===== src/rtl/difftest_load_event_queue_pkg.sv =====
// Shared types for the difftest load-event path: the record carried from the
// LSU writeback port through to DifftestLoadEvent.
package difftest_pkg;

   localparam int DIFFTEST_INDEX_W = 8;

   typedef struct packed {
      logic [63:0] paddr;
      logic [7:0]  opType;
      logic        isAtomic;
      logic        isLoad;
   } load_event_t;

endpackage


===== src/rtl/difftest_load_event_queue_if.sv =====
// Writeback, commit, flush and event-output bundle of the load event queue.
// The slave view belongs to the queue and the master view to its driver.
interface difftest_load_event_queue_if #(
   parameter int DEPTH     = 8,
   parameter int ROB_IDX_W = 6
);
   import difftest_pkg::*;

   localparam int CNT_W = $clog2(DEPTH) + 1;

   logic                        wb_valid;
   logic                        wb_ready;
   logic [ROB_IDX_W-1:0]        wb_rob_idx;
   logic [63:0]                 wb_paddr;
   logic [7:0]                  wb_opType;
   logic                        wb_isAtomic;
   logic                        wb_isLoad;
   logic                        commit_valid;
   logic [ROB_IDX_W-1:0]        commit_rob_idx;
   logic                        flush;
   logic                        out_enable;
   logic [63:0]                 out_paddr;
   logic [7:0]                  out_opType;
   logic                        out_isAtomic;
   logic                        out_isLoad;
   logic [7:0]                  out_coreid;
   logic [DIFFTEST_INDEX_W-1:0] out_index;
   logic                        err_mismatch;
   logic [CNT_W-1:0]            count;

   modport master (
      output wb_valid, wb_rob_idx, wb_paddr, wb_opType, wb_isAtomic, wb_isLoad,
      output commit_valid, commit_rob_idx, flush,
      input  wb_ready, out_enable, out_paddr, out_opType, out_isAtomic, out_isLoad,
      input  out_coreid, out_index, err_mismatch, count
   );

   modport slave (
      input  wb_valid, wb_rob_idx, wb_paddr, wb_opType, wb_isAtomic, wb_isLoad,
      input  commit_valid, commit_rob_idx, flush,
      output wb_ready, out_enable, out_paddr, out_opType, out_isAtomic, out_isLoad,
      output out_coreid, out_index, err_mismatch, count
   );

endinterface


===== src/rtl/difftest_load_event_queue_fifo.sv =====
// Generic circular FIFO whose pointers carry one extra MSB to tell full from
// empty. Flush snaps tail onto the post-pop head and suppresses that cycle's push.
module difftest_event_fifo #(
   parameter int  DEPTH = 8,
   parameter type T     = logic [7:0]
) (
   input  logic                   i_clk,
   input  logic                   i_rst,
   input  logic                   i_push,
   input  T                       i_data,
   input  logic                   i_pop,
   input  logic                   i_flush,
   output T                       o_head,
   output logic                   o_full,
   output logic                   o_empty,
   output logic [$clog2(DEPTH):0] o_count
);
   localparam int AW = $clog2(DEPTH);

   T             r_mem [DEPTH];
   logic [AW:0]  r_head;
   logic [AW:0]  r_tail;
   logic [AW:0]  w_head_nxt;
   logic         w_pop;
   logic         w_push;

   assign o_empty    = (r_head == r_tail);
   assign o_full     = (r_head[AW] != r_tail[AW]) && (r_head[AW-1:0] == r_tail[AW-1:0]);
   assign o_count    = r_tail - r_head;
   assign o_head     = r_mem[r_head[AW-1:0]];
   assign w_pop      = i_pop && !o_empty;
   assign w_push     = i_push && !o_full && !i_flush;
   assign w_head_nxt = r_head + {{AW{1'b0}}, w_pop};

   always_ff @(posedge i_clk) begin
      if (i_rst) begin
         r_head <= '0;
         r_tail <= '0;
      end else begin
         r_head <= w_head_nxt;
         if (i_flush)
            r_tail <= w_head_nxt;
         else if (w_push)
            r_tail <= r_tail + 1'b1;
      end
   end

   always_ff @(posedge i_clk) begin
      if (w_push)
         r_mem[r_tail[AW-1:0]] <= i_data;
   end

endmodule


===== src/rtl/difftest_load_event_queue.sv =====
// Holds LSU load/atomic writeback records until their instruction commits, then
// emits one registered DifftestLoadEvent per committed record in program order.
module difftest_load_event_queue
   import difftest_pkg::*;
#(
   parameter int DEPTH     = 8,
   parameter int ROB_IDX_W = 6,
   parameter int COREID    = 0
) (
   input  logic                   clock,
   input  logic                   reset,
   difftest_load_event_queue_if.slave io
);
   typedef struct packed {
      logic [ROB_IDX_W-1:0] rob_idx;
      load_event_t          ev;
   } entry_t;

   entry_t                      w_wb_entry;
   entry_t                      w_head;
   logic                        w_full;
   logic                        w_empty;
   logic                        w_match;
   logic [$clog2(DEPTH):0]      w_count;

   logic                        r_out_enable;
   load_event_t                 r_out_ev;
   logic [DIFFTEST_INDEX_W-1:0] r_out_index;
   logic [DIFFTEST_INDEX_W-1:0] r_evt_cnt;
   logic                        r_err;

   assign w_wb_entry.rob_idx     = io.wb_rob_idx;
   assign w_wb_entry.ev.paddr    = io.wb_paddr;
   assign w_wb_entry.ev.opType   = io.wb_opType;
   assign w_wb_entry.ev.isAtomic = io.wb_isAtomic;
   assign w_wb_entry.ev.isLoad   = io.wb_isLoad;

   // Only the current head may retire; a same-cycle writeback is never bypassed.
   assign w_match = io.commit_valid && !w_empty && (w_head.rob_idx == io.commit_rob_idx);

   difftest_event_fifo #(
      .DEPTH (DEPTH),
      .T     (entry_t)
   ) u_fifo (
      .i_clk   (clock),
      .i_rst   (reset),
      .i_push  (io.wb_valid),
      .i_data  (w_wb_entry),
      .i_pop   (w_match),
      .i_flush (io.flush),
      .o_head  (w_head),
      .o_full  (w_full),
      .o_empty (w_empty),
      .o_count (w_count)
   );

   always_ff @(posedge clock) begin
      if (reset) begin
         r_out_enable <= 1'b0;
         r_out_ev     <= '0;
         r_out_index  <= '0;
         r_evt_cnt    <= '0;
         r_err        <= 1'b0;
      end else begin
         r_out_enable <= w_match;
         if (w_match) begin
            r_out_ev    <= w_head.ev;
            r_out_index <= r_evt_cnt;
            r_evt_cnt   <= r_evt_cnt + 1'b1;
         end
         if (io.commit_valid && !w_match)
            r_err <= 1'b1;
      end
   end

   assign io.wb_ready     = !w_full;
   assign io.count        = w_count;
   assign io.out_enable   = r_out_enable;
   assign io.out_paddr    = r_out_ev.paddr;
   assign io.out_opType   = r_out_ev.opType;
   assign io.out_isAtomic = r_out_ev.isAtomic;
   assign io.out_isLoad   = r_out_ev.isLoad;
   assign io.out_coreid   = 8'(COREID);
   assign io.out_index    = r_out_index;
   assign io.err_mismatch = r_err;

endmodule


===== src/flat_wrapper.sv =====
// flat-port wrapper written by rule: the top's interface ports become plain ports
module difftest_load_event_queue_flat import difftest_pkg::*;
#(
   parameter int DEPTH     = 8,
   parameter int ROB_IDX_W = 6,
   parameter int COREID    = 0
)
  (clock, reset, io_wb_valid, io_wb_rob_idx, io_wb_paddr, io_wb_opType, io_wb_isAtomic, io_wb_isLoad, io_commit_valid, io_commit_rob_idx, io_flush, io_wb_ready, io_out_enable, io_out_paddr, io_out_opType, io_out_isAtomic, io_out_isLoad, io_out_coreid, io_out_index, io_err_mismatch, io_count);
  difftest_load_event_queue_if #(.DEPTH(DEPTH), .ROB_IDX_W(ROB_IDX_W)) io_i ();
  input  logic clock;
  input  logic reset;
  input wire logic [$bits(io_i.wb_valid)-1:0] io_wb_valid;
  input wire logic [$bits(io_i.wb_rob_idx)-1:0] io_wb_rob_idx;
  input wire logic [$bits(io_i.wb_paddr)-1:0] io_wb_paddr;
  input wire logic [$bits(io_i.wb_opType)-1:0] io_wb_opType;
  input wire logic [$bits(io_i.wb_isAtomic)-1:0] io_wb_isAtomic;
  input wire logic [$bits(io_i.wb_isLoad)-1:0] io_wb_isLoad;
  input wire logic [$bits(io_i.commit_valid)-1:0] io_commit_valid;
  input wire logic [$bits(io_i.commit_rob_idx)-1:0] io_commit_rob_idx;
  input wire logic [$bits(io_i.flush)-1:0] io_flush;
  output wire logic [$bits(io_i.wb_ready)-1:0] io_wb_ready;
  output wire logic [$bits(io_i.out_enable)-1:0] io_out_enable;
  output wire logic [$bits(io_i.out_paddr)-1:0] io_out_paddr;
  output wire logic [$bits(io_i.out_opType)-1:0] io_out_opType;
  output wire logic [$bits(io_i.out_isAtomic)-1:0] io_out_isAtomic;
  output wire logic [$bits(io_i.out_isLoad)-1:0] io_out_isLoad;
  output wire logic [$bits(io_i.out_coreid)-1:0] io_out_coreid;
  output wire logic [$bits(io_i.out_index)-1:0] io_out_index;
  output wire logic [$bits(io_i.err_mismatch)-1:0] io_err_mismatch;
  output wire logic [$bits(io_i.count)-1:0] io_count;
  assign io_i.wb_valid = io_wb_valid;
  assign io_i.wb_rob_idx = io_wb_rob_idx;
  assign io_i.wb_paddr = io_wb_paddr;
  assign io_i.wb_opType = io_wb_opType;
  assign io_i.wb_isAtomic = io_wb_isAtomic;
  assign io_i.wb_isLoad = io_wb_isLoad;
  assign io_i.commit_valid = io_commit_valid;
  assign io_i.commit_rob_idx = io_commit_rob_idx;
  assign io_i.flush = io_flush;
  assign io_wb_ready = io_i.wb_ready;
  assign io_out_enable = io_i.out_enable;
  assign io_out_paddr = io_i.out_paddr;
  assign io_out_opType = io_i.out_opType;
  assign io_out_isAtomic = io_i.out_isAtomic;
  assign io_out_isLoad = io_i.out_isLoad;
  assign io_out_coreid = io_i.out_coreid;
  assign io_out_index = io_i.out_index;
  assign io_err_mismatch = io_i.err_mismatch;
  assign io_count = io_i.count;
  difftest_load_event_queue #(.DEPTH(DEPTH), .ROB_IDX_W(ROB_IDX_W), .COREID(COREID)) u_core (.clock(clock), .reset(reset), .io(io_i));
endmodule

===== config.mk =====
export PLATFORM = sky130hd
export DESIGN_NAME = difftest_load_event_queue_flat
export DESIGN_NICKNAME = d
export VERILOG_FILES = /design/src/rtl/difftest_load_event_queue_pkg.sv /design/src/rtl/difftest_load_event_queue_if.sv /design/src/rtl/difftest_load_event_queue_fifo.sv /design/src/rtl/difftest_load_event_queue.sv /design/src/flat_wrapper.sv
export SDC_FILE = /design/constraint.sdc
export NUM_CORES = 1
export LEC_CHECK = 0
export BUFFER_PORTS_ARGS = -buffer_cell sky130_fd_sc_hd__buf_4
export CAP_MARGIN = 20
export CORE_ASPECT_RATIO = 0.7
export CORE_MARGIN = 2
export CORE_UTILIZATION = 35
export DETAILED_ROUTE_END_ITERATION = 8
export PLACE_DENSITY = 0.55
export SETUP_SLACK_MARGIN = 0.15
export SYNTH_ARGS = -nofsm -noshare
export SYNTH_HDL_FRONTEND = slang
export SYNTH_SLANG_ARGS = --single-unit

===== constraint.sdc =====
create_clock -name clock -period 8.8 [get_ports clock]
set_input_delay 0 -clock clock [delete_from_list [all_inputs] [get_ports clock]]
set_output_delay 0 -clock clock [all_outputs]
set_load 0.05 [all_outputs]

# After elaboration in Yosys (flattened, before gate mapping)
# Memory sizes are Yosys's and may differ from the RTL's. A register that Yosys moved wholly into a read port is not among the register bits.
# Index checks and enable logic that the tools add are counted.
# totals
reg_bits	100
mem_bits_rw	640
in_bits	91
out_inout_bits	97
elab_cells	36
mem_count	1
# op_classes
add_sub_neg	4
n_eq_ne	4
mux	5
reduce_logical	12
# memory_table
memory	words	width	rd	rd_ports_with_merged_regs	wr	line	source
u_core.u_fifo.r_mem	8	80	1	1	1	difftest_load_event_queue_fifo.sv:20	T r_mem [DEPTH];
# ops
operator	n
adder 8 x 1 -> 8 bit (second input constant)	1
2-to-1 mux 4 bit	2
logical AND 1 bit	7
equality test 6 bit	1
adder 4 x 1 -> 4 bit	1
adder 4 x 1 -> 4 bit (second input constant)	1
equality test 4 bit	1
zero test 1 bit	4
subtractor 4 bit	1
equality test 3 bit	1
2-to-1 mux 3 bit	1
2-to-1 mux 1 bit	2
nonzero test 2 bit	1
!= test 1 bit	1

# Logic depth before layout (Yosys ltp)
# Gate-level depths: netlist (run 1).
# logic_depth
word_depth	7
depth_mapped	14
depth_no_buf	10

# Modules after synthesis
# A second synthesis (run 1) with hierarchy kept.
# hier_totals
hier_cells	1611
hier_area_um2	28294.6
# by_module_without_submodules
mod	n_inst	cells_each	area_each_um2	seq_area_each_um2
difftest_event_fifo	1	1166	24631.1	19378.6
difftest_load_event_queue	1	445	3663.5	1841.8

# Least setup slack after synthesis (run 1)
# No wires, ideal clock.
# synth_timing
kind	flip-flop to flip-flop
startpoint	register u_core.u_fifo.r_head[1]
endpoint	memory u_core.u_fifo.r_mem[1][0] (netlist name), enable pin
setup_ps	616
t_arrival_ps	8035
required_ps	8184
setup_slack_ps	149
path_stages_with_launch	12
path_buffers	3
period_less_slack_ps	8651
cell_sequence	dfxtp_1 > buf_6 > clkbuf_1 > clkbuf_1 > inv_1 > ha_1 > nand3_1 > nand2b_1 > nand2_1 > nor2_1 > nand2_1 > nor3_1
# synth_via
elab_chain_cells	7
# synth_lines
element	line	source
from (decl)	difftest_load_event_queue_fifo.sv:21	logic [AW:0] r_head;
from (signal assigned)	difftest_load_event_queue_fifo.sv:40	r_head <= w_head_nxt;
equality test 3 bit	difftest_load_event_queue_fifo.sv:28	assign o_full = (r_head[AW] != r_tail[AW]) && (r_head[AW-1:0] == r_tail[AW-1:0]);
logical AND 1 bit	difftest_load_event_queue_fifo.sv:28	
zero test 1 bit	-	
via io_wb_ready	flat_wrapper.sv:21	output wire logic [$bits(io_i.wb_ready)-1:0] io_wb_ready;
logical AND 1 bit (2 in series)	difftest_load_event_queue_fifo.sv:32	assign w_push = i_push && !o_full && !i_flush;
2-to-1 mux 1 bit	difftest_load_event_queue_fifo.sv:49	if (w_push)
2-to-1 mux 1 bit (not written as such)	difftest_load_event_queue_fifo.sv:50	r_mem[r_tail[AW-1:0]] <= i_data;
to (decl)	difftest_load_event_queue_fifo.sv:20	
# The timed path passes the listed nets, and every way through them passes these cells.

# Worst setup path in the final report (run 1)
# layout_timing
startpoint	register u_core.u_fifo.r_head[2]
endpoint	memory u_core.u_fifo.r_mem[2][67] (netlist name), enable pin
# layout_via
elab_chain_cells	7
# layout_lines
element	line
equality test 3 bit	difftest_load_event_queue_fifo.sv:28
logical AND 1 bit	difftest_load_event_queue_fifo.sv:28
zero test 1 bit	difftest_load_event_queue_fifo.sv:32
logical AND 1 bit (2 in series)	difftest_load_event_queue_fifo.sv:32
2-to-1 mux 1 bit	difftest_load_event_queue_fifo.sv:49
2-to-1 mux 1 bit (not written as such)	difftest_load_event_queue_fifo.sv:50
# Every way passes these cells.

==> flow_summary.json, run 1 <==
{
  "final_cell_area_um2": 33600,
  "finalHoldViolCount": 0,
  "worstMarginPinSlew_ns": 1.08,
  "ys_seq_area_share_pct": 76.3,
  "clkPwrFrac_pct": 42.9,
  "dp_hpwl_um": 35900,
  "cap_viol_max_count": 0,
  "cts_root_buffer": "clkbuf_16",
  "syn_to_final_growth_pct": 20.8,
  "cp-start-kind": "flop",
  "ant_nets": 0,
  "tns_ns": 0,
  "crit_chain": "clkinv_2, ha_1, nand3_1, nand2b_1, nand2_1, nor2_1, nand2_1, nor2_4, buf_4",
  "ioPinCount": 188,
  "p_per_area_nw_per_um2": 212,
  "cp_common_cell": "nand2_1",
  "globalRouteOverflowTotal": 0,
  "grt_pass1_vias": 14800,
  "drt-total-wl_um": 63900,
  "arrival_ns": 4.97,
  "numCtsBuffers": 71,
  "cts_resized": 0,
  "ys_warn_count": 0,
  "dr.pass1.iters": 5,
  "path_max_fanout": 59,
  "finClkSkew_ns": 0.0276,
  "fin_crit_ns": 4.75,
  "synth_area_leaders": "edfxtp_1, mux4_2, dfxtp_1",
  "syn_area_per_cell_um2": 19.3,
  "gp_congestion": 0.730,
  "cp_num_buf_inv": 2,
  "leakage_nw": 10.8,
  "syn_inst": 1444,
  "ys_ff_latch": 740,
  "multi_input_area_um2": 6210,
  "seqPwrFrac_pct": 54.1,
  "antenna_found_initial": 4,
  "drive_gt1_share_pct": 26.8,
  "yosysUniqueCellTypes": 39,
  "dr.first_iter.drc_count": 1075,
  "cts_sinks": 740,
  "die_h_um": 240,
  "setup_slack_ns": 4.05,
  "port_buffers": 179,
  "min_period_over_period_pct": 54.0,
  "core_um2": 78700,
  "critPathTopFamily": "simple AND/OR/NAND/NOR gates",
  "avgViaCountPerCell": 5.00,
  "grt_usage_pct": 15.7,
  "end_kind": "flop",
  "synth_area_um2": 27800,
  "rsz0062_at_grt": "no",
  "p_switching_mw": 1.42,
  "ir_drop_mv": 0.132,
  "cts_tree": "yes",
  "nFillCells": 6871,
  "synth_top_area_share_pct": 69.1,
  "cts_buffer_depth": 3,
  "cts_hold_buf": 84,
  "drv_slew": 0,
  "slowest_delay_ns": 0.90,
  "fmax_mhz": 210,
  "crit_required_ns": 9.02,
  "grt_pass1_wl_um": 95400,
  "final_cell_mix": "edfxtp_1, buf_4, nand2_1",
  "wl_per_cell_um": 22.5,
  "clk_pin_slew_ns": 0.07,
  "setup_viol": 0,
  "pre_cts_slack_ns": 3.84,
  "final_nets": 1820,
  "power_frac_comb_pct": 2.9,
  "relSlewSlack_pct": 27.8,
  "placed_area_um2": 30400,
  "die_w_um": 341,
  "final_common_cell": "edfxtp_1",
  "grt_max_degree": 125,
  "status": "complete, no violations",
  "clock_latency_ns": 0.61,
  "cts_max_level": 3,
  "vias": 14200,
  "cts_setup_buffers": 0,
  "switching_share_pct": 19.9,
  "internal-power_mw": 5.69,
  "min_path_type": "input port to flop",
  "drc": 0,
  "synth_top_area_cell": "edfxtp_1",
  "worstSetupPathType": "flop to flop",
  "initial_utilization_pct": 35.4,
  "num_rows": 86,
  "slowest_stage": "buf_4",
  "die_area_um2": 81800,
  "seq_area_um2": 21200
}
[layout make-up]
| type | count | share of cell area [%] |
|---|---|---|
| multi-input cells | 609 | 18.5 |
| diodes | 1 | 0.00745 |
| flip-flops and latches | 740 | 63.2 |
| repair buffers | 289 | 7.30 |
| clock buffers | 105 | 6.19 |
| clock inverters | 26 | 0.767 |
| inverters | 10 | 0.123 |
| well taps | 1056 | 3.93 |
[worst reg2reg max path, delay by kind of cell, from the launching register on]
| family | cells | cell delay (ns) |
|---|---|---|
| DFF | 1 | 0.64 |
| buffers and inverters | 2 | 1.52 |
| and+or+nand+nor | 6 | 1.57 |
| adders and majority gates | 1 | 0.58 |
[power by group through the flow]
stage / clock [mW] / sequential, mW / combinational, mW
CTS: 3.14 / 3.85 / 0.213
finish: 3.05 / 3.85 / 0.208
global route: 3.26 / 3.85 / 0.227
detailed placement: 0 / 3.92 / 0.179
floorplan: 0 / 3.93 / 0.0742
global placement: 0 / 3.92 / 0.174
[kinds of logic after synthesis]
| family | after synthesis | synth area share, % |
|---|---|---|
| simple gates | 288 | 4.83 |
| xor+xnor | 10 | 0.315 |
| fa+ha+maj | 8 | 0.387 |
| flops | 740 | 76.3 |
| compound gates | 114 | 3.28 |
| other cells | 1 | 0.0135 |
| buf+inv | 102 | 1.74 |
| mux | 181 | 13.2 |
[Yosys cell counts]
cell,number
edfxtp_1,640
nand2_1,158
mux4_2,148
dfxtp_1,100
nor2b_1,78
a311oi_1,74
clkbuf_1,58
mux2i_1,33
nor2_1,28
buf_2,20
a21oi_1,16
a22oi_1,10
inv_1,9
buf_4,8
ha_1,7
nand3_1,6
and3_1,5
xnor2_1,5
xor2_1,5
buf_6,4
o21ai_0,4
or3_1,4
nor3_1,3
a211oi_1,2
nand2b_1,2
o22a_2,2
o31ai_1,2
or4_1,2
a21o_1,1
a221oi_2,1
a22o_1,1
and2_0,1
buf_1,1
buf_12,1
conb_1,1
fa_1,1
inv_2,1
nand4b_4,1
o221ai_1,1
[final timing paths]
kind | slack (ns) | startpoint | end | depth (start not counted)
max | 4.05 | u_core.u_fifo.r_head[2] | u_core.u_fifo.r_mem[2][67] | 9
min | 0.1 | io_commit_rob_idx[4] | u_core.io.out_enable | 5
max reg2reg | 4.05 | u_core.u_fifo.r_head[2] | u_core.u_fifo.r_mem[2][67] | 9
min reg2reg | 0.48 | u_core.io.err_mismatch | u_core.io.err_mismatch | 2
[sequential cells by signal, indices dropped and copies added (netlist names)]
| name | cells |
|---|---|
| u_core.u_fifo.r_mem | 640 |
| u_core.io.out_paddr | 64 |
| u_core.io.out_index | 8 |
| u_core.io.out_opType | 8 |
| u_core.r_evt_cnt | 8 |
| u_core.u_fifo.r_head | 4 |
| u_core.u_fifo.r_tail | 4 |
| u_core.io.err_mismatch | 1 |
| u_core.io.out_enable | 1 |
| u_core.io.out_isAtomic | 1 |
| u_core.io.out_isLoad | 1 |
[through the flow]
stage	total power [mW]	hold WS [ns]	instances	utilization (%)
2_1_floorplan	4.00	0.0989	1451	-
3_3_place_gp	4.10	0.232	2617	38.6
3_5_place_dp	4.10	0.237	2618	38.6
4_1_cts	7.20	0.142	2833	42.6
5_1_grt	7.34	0.127	2835	42.7
6_report	7.11	0.0998	2836	42.7
[routing by layer]
metal	vias to the layer above	wire length (um)	GRT usage [%]
li1	6328	-	-
met1	7398	29100	22.1
met2	350	30100	24.8
met3	84	3640	3.44
met4	8	1100	3.72
met5	-	38	0
No activity file was read; power rests on OpenSTA's default activity.
==> run 2: changes to the inputs <==
Clock period 8.8 ns to 4 ns, I/O delays scaled along.
==> run 2 against run 1 <==
Worst setup slack worse by 3.5 ns. Global-route usage up 0.63 points. Sequential cell count unchanged. Largest cell class unchanged. Sequential power up 120%. Core utilization up 0.48 points. Final area up 1.1%. Critical endpoint is now u_core.u_fifo.r_tail[3]. Fmax up 36%. Sequential share of layout area down 0.70 points. Clock power up 130%.
==> flow_summary.json, run 2 (synthesis results as in run 1) <==
{
  "fin_crit_ns": 3.48,
  "nFillCells": 6868,
  "dr.pass1.iters": 5,
  "cap_viol_max_count": 0,
  "num_rows": 86,
  "worstMarginPinSlew_ns": 1.07,
  "vias": 14400,
  "seqPwrFrac_pct": 53.0,
  "drt-total-wl_um": 66900,
  "r2r-end": "u_core.u_fifo.r_tail[3]",
  "clkPwrFrac_pct": 44.1,
  "final_common_cell": "edfxtp_1",
  "core_um2": 78700,
  "clock_latency_ns": 0.63,
  "grt_max_degree": 151,
  "syn_to_final_growth_pct": 22.1,
  "status": "complete, no violations",
  "cts_tree": "yes",
  "end_kind": "flop",
  "final.hold.worst_slack_ns": 0.155,
  "largest_register_ffs": 640,
  "wl_per_cell_um": 23.5,
  "setup_slack_ns": 0.518,
  "die_area_um2": 81800,
  "layout.cells.non_filler": 2850,
  "slowest_stage": "dlygate4sd3_1",
  "cp-start-kind": "flop",
  "dpl.cell_count": 2622,
  "internal-power_mw": 12.7,
  "crit_required_ns": 4.55,
  "arrival_ns": 4.03,
  "port_buffers": 179,
  "drive_gt1_share_pct": 28.0,
  "finalHoldViolCount": 0,
  "die_h_um": 240,
  "ff2ff_setup_slack_ns": 0.52,
  "cts_buffer_depth": 3,
  "worstSetupPathType": "flop to flop",
  "cts_max_level": 3,
  "power_frac_comb_pct": 2.9,
  "cts_sinks": 740,
  "p_per_area_nw_per_um2": 470,
  "relSlewSlack_pct": 28.8,
  "drv_slew": 0,
  "die_w_um": 341,
  "finClkSkew_ns": 0.0235,
  "dr.first_iter.drc_count": 1069,
  "final_cell_mix": "edfxtp_1, buf_4, nand2_1",
  "min_path_type": "input port to flop",
  "crit_chain": "nor2b_2, a22o_1, a221oi_2, xnor2_1, nand4b_4, inv_4, ha_1, nand2_1, xor2_1, a211oi_1, dlygate4sd3_1",
  "path_max_fanout": 16,
  "numCtsBuffers": 76,
  "cts_root_buffer": "clkbuf_16",
  "min_period_over_period_pct": 87.0,
  "grt_pass1_wl_um": 98500,
  "pre_cts_slack_ns": 0.743,
  "globalRouteOverflowTotal": 0,
  "slowest_delay_ns": 0.57,
  "r2r-start": "u_core.u_fifo.r_head[2]",
  "antenna_found_initial": 7,
  "dp_hpwl_um": 33200,
  "ant_nets": 0,
  "p_total_mw": 16.0,
  "drc": 0,
  "ioPinCount": 188,
  "leakage_nw": 11.0,
  "rsz0062_at_grt": "no",
  "p_switching_mw": 3.29,
  "clk_pin_slew_ns": 0.06,
  "crit_end": "u_core.u_fifo.r_tail[3]",
  "grt_pass1_vias": 15000,
  "grt_usage_pct": 16.3,
  "initial_utilization_pct": 35.4,
  "avgViaCountPerCell": 5.04,
  "fmax_mhz": 287,
  "setup_viol": 0,
  "critical_path.startpoint": "u_core.u_fifo.r_head[2]",
  "switching_share_pct": 20.6,
  "gp_congestion": 0.715,
  "final_nets": 1830,
  "reg2reg_depth": 11,
  "ir_drop_mv": 0.279
}
[run 2: cell count changes in the layout (fill, tap and decap cells not counted), sizes merged]
cell and change:
dlygate4sd3 +1, inv +5, clkinvlp -4, buf +3
clkinv +10, nand4b +1, diode +1, clkbuf -3
[run 2: power groups by stage]
stage | Sequential [mW] | Combinational (mW) | Clock, mW
finish | 8.47 | 0.469 | 7.05
floorplan | 8.64 | 0.172 | 0
detailed placement | 8.63 | 0.397 | 0
global route | 8.47 | 0.510 | 7.54
global placement | 8.63 | 0.384 | 0
CTS | 8.47 | 0.473 | 7.26
[run 2: layout make-up]
class                   instances  area [um^2]  share of cell area, %
inverters                      10         45.0                  0.133
multi-input cells             610         6300                   18.5
clock buffers                 102         2130                   6.27
diodes                          2         5.00                 0.0147
flip-flops and latches        740        21200                   62.5
repair buffers                293         2570                   7.58
clock inverters                37          368                   1.08
well taps                    1056         1320                   3.89
[run 2: worst min path at each step]
stage / startpoint / end / slack (ns) / depth (start not counted)
after floorplan: io_wb_isLoad / u_core.u_fifo.r_mem[0][0] / 0.1 / 0
after global placement: io_wb_paddr[3] / u_core.u_fifo.r_mem[4][13] / 0.23 / 1
after detailed placement: io_wb_paddr[11] / u_core.u_fifo.r_mem[5][21] / 0.23 / 1
after CTS: io_wb_paddr[14] / u_core.u_fifo.r_mem[6][24] / 0.11 / 2
after global routing: io_wb_paddr[14] / u_core.u_fifo.r_mem[6][24] / 0.13 / 2
final: io_wb_paddr[3] / u_core.u_fifo.r_mem[0][13] / 0.16 / 2
[run 2: routing by layer]
layer / track usage (%) / wire length [um]
met4: 4.07 / 1290
met3: 3.25 / 3370
met1: 22.8 / 30400
met5: 0 / 82
met2: 26.2 / 31800
[run 2: timing repair]
action | in CTS | in global routing
setup buffers | 0 | 1
resized for setup | 0 | 2
endpoints found under the hold margin | 667 | 0
hold buffers | 85 | 0
endpoints found under the setup margin | 0 | 1
[run 2: critical path: cells and delay by family (launching register included)]
| kind | cells | cell delay [ns] |
|---|---|---|
| and+or+nand+nor | 3 | 0.88 |
| buffers and inverters | 2 | 0.75 |
| xor gates and xnor gates | 2 | 0.70 |
| AOI/OAI and AO/OA | 3 | 0.48 |
| DFF | 1 | 0.41 |
| adders and majority gates | 1 | 0.19 |
[run 2: per-stage QoR]
stage,setup TNS (ns),util (%),instance area (um^2)
final,0,43.2,34000
after global routing,0,43.2,34000
after CTS,0,43.1,33900
after detailed placement,0,38.9,30600
after global placement,0,38.9,30600
after floorplan,-8.54,-,28000
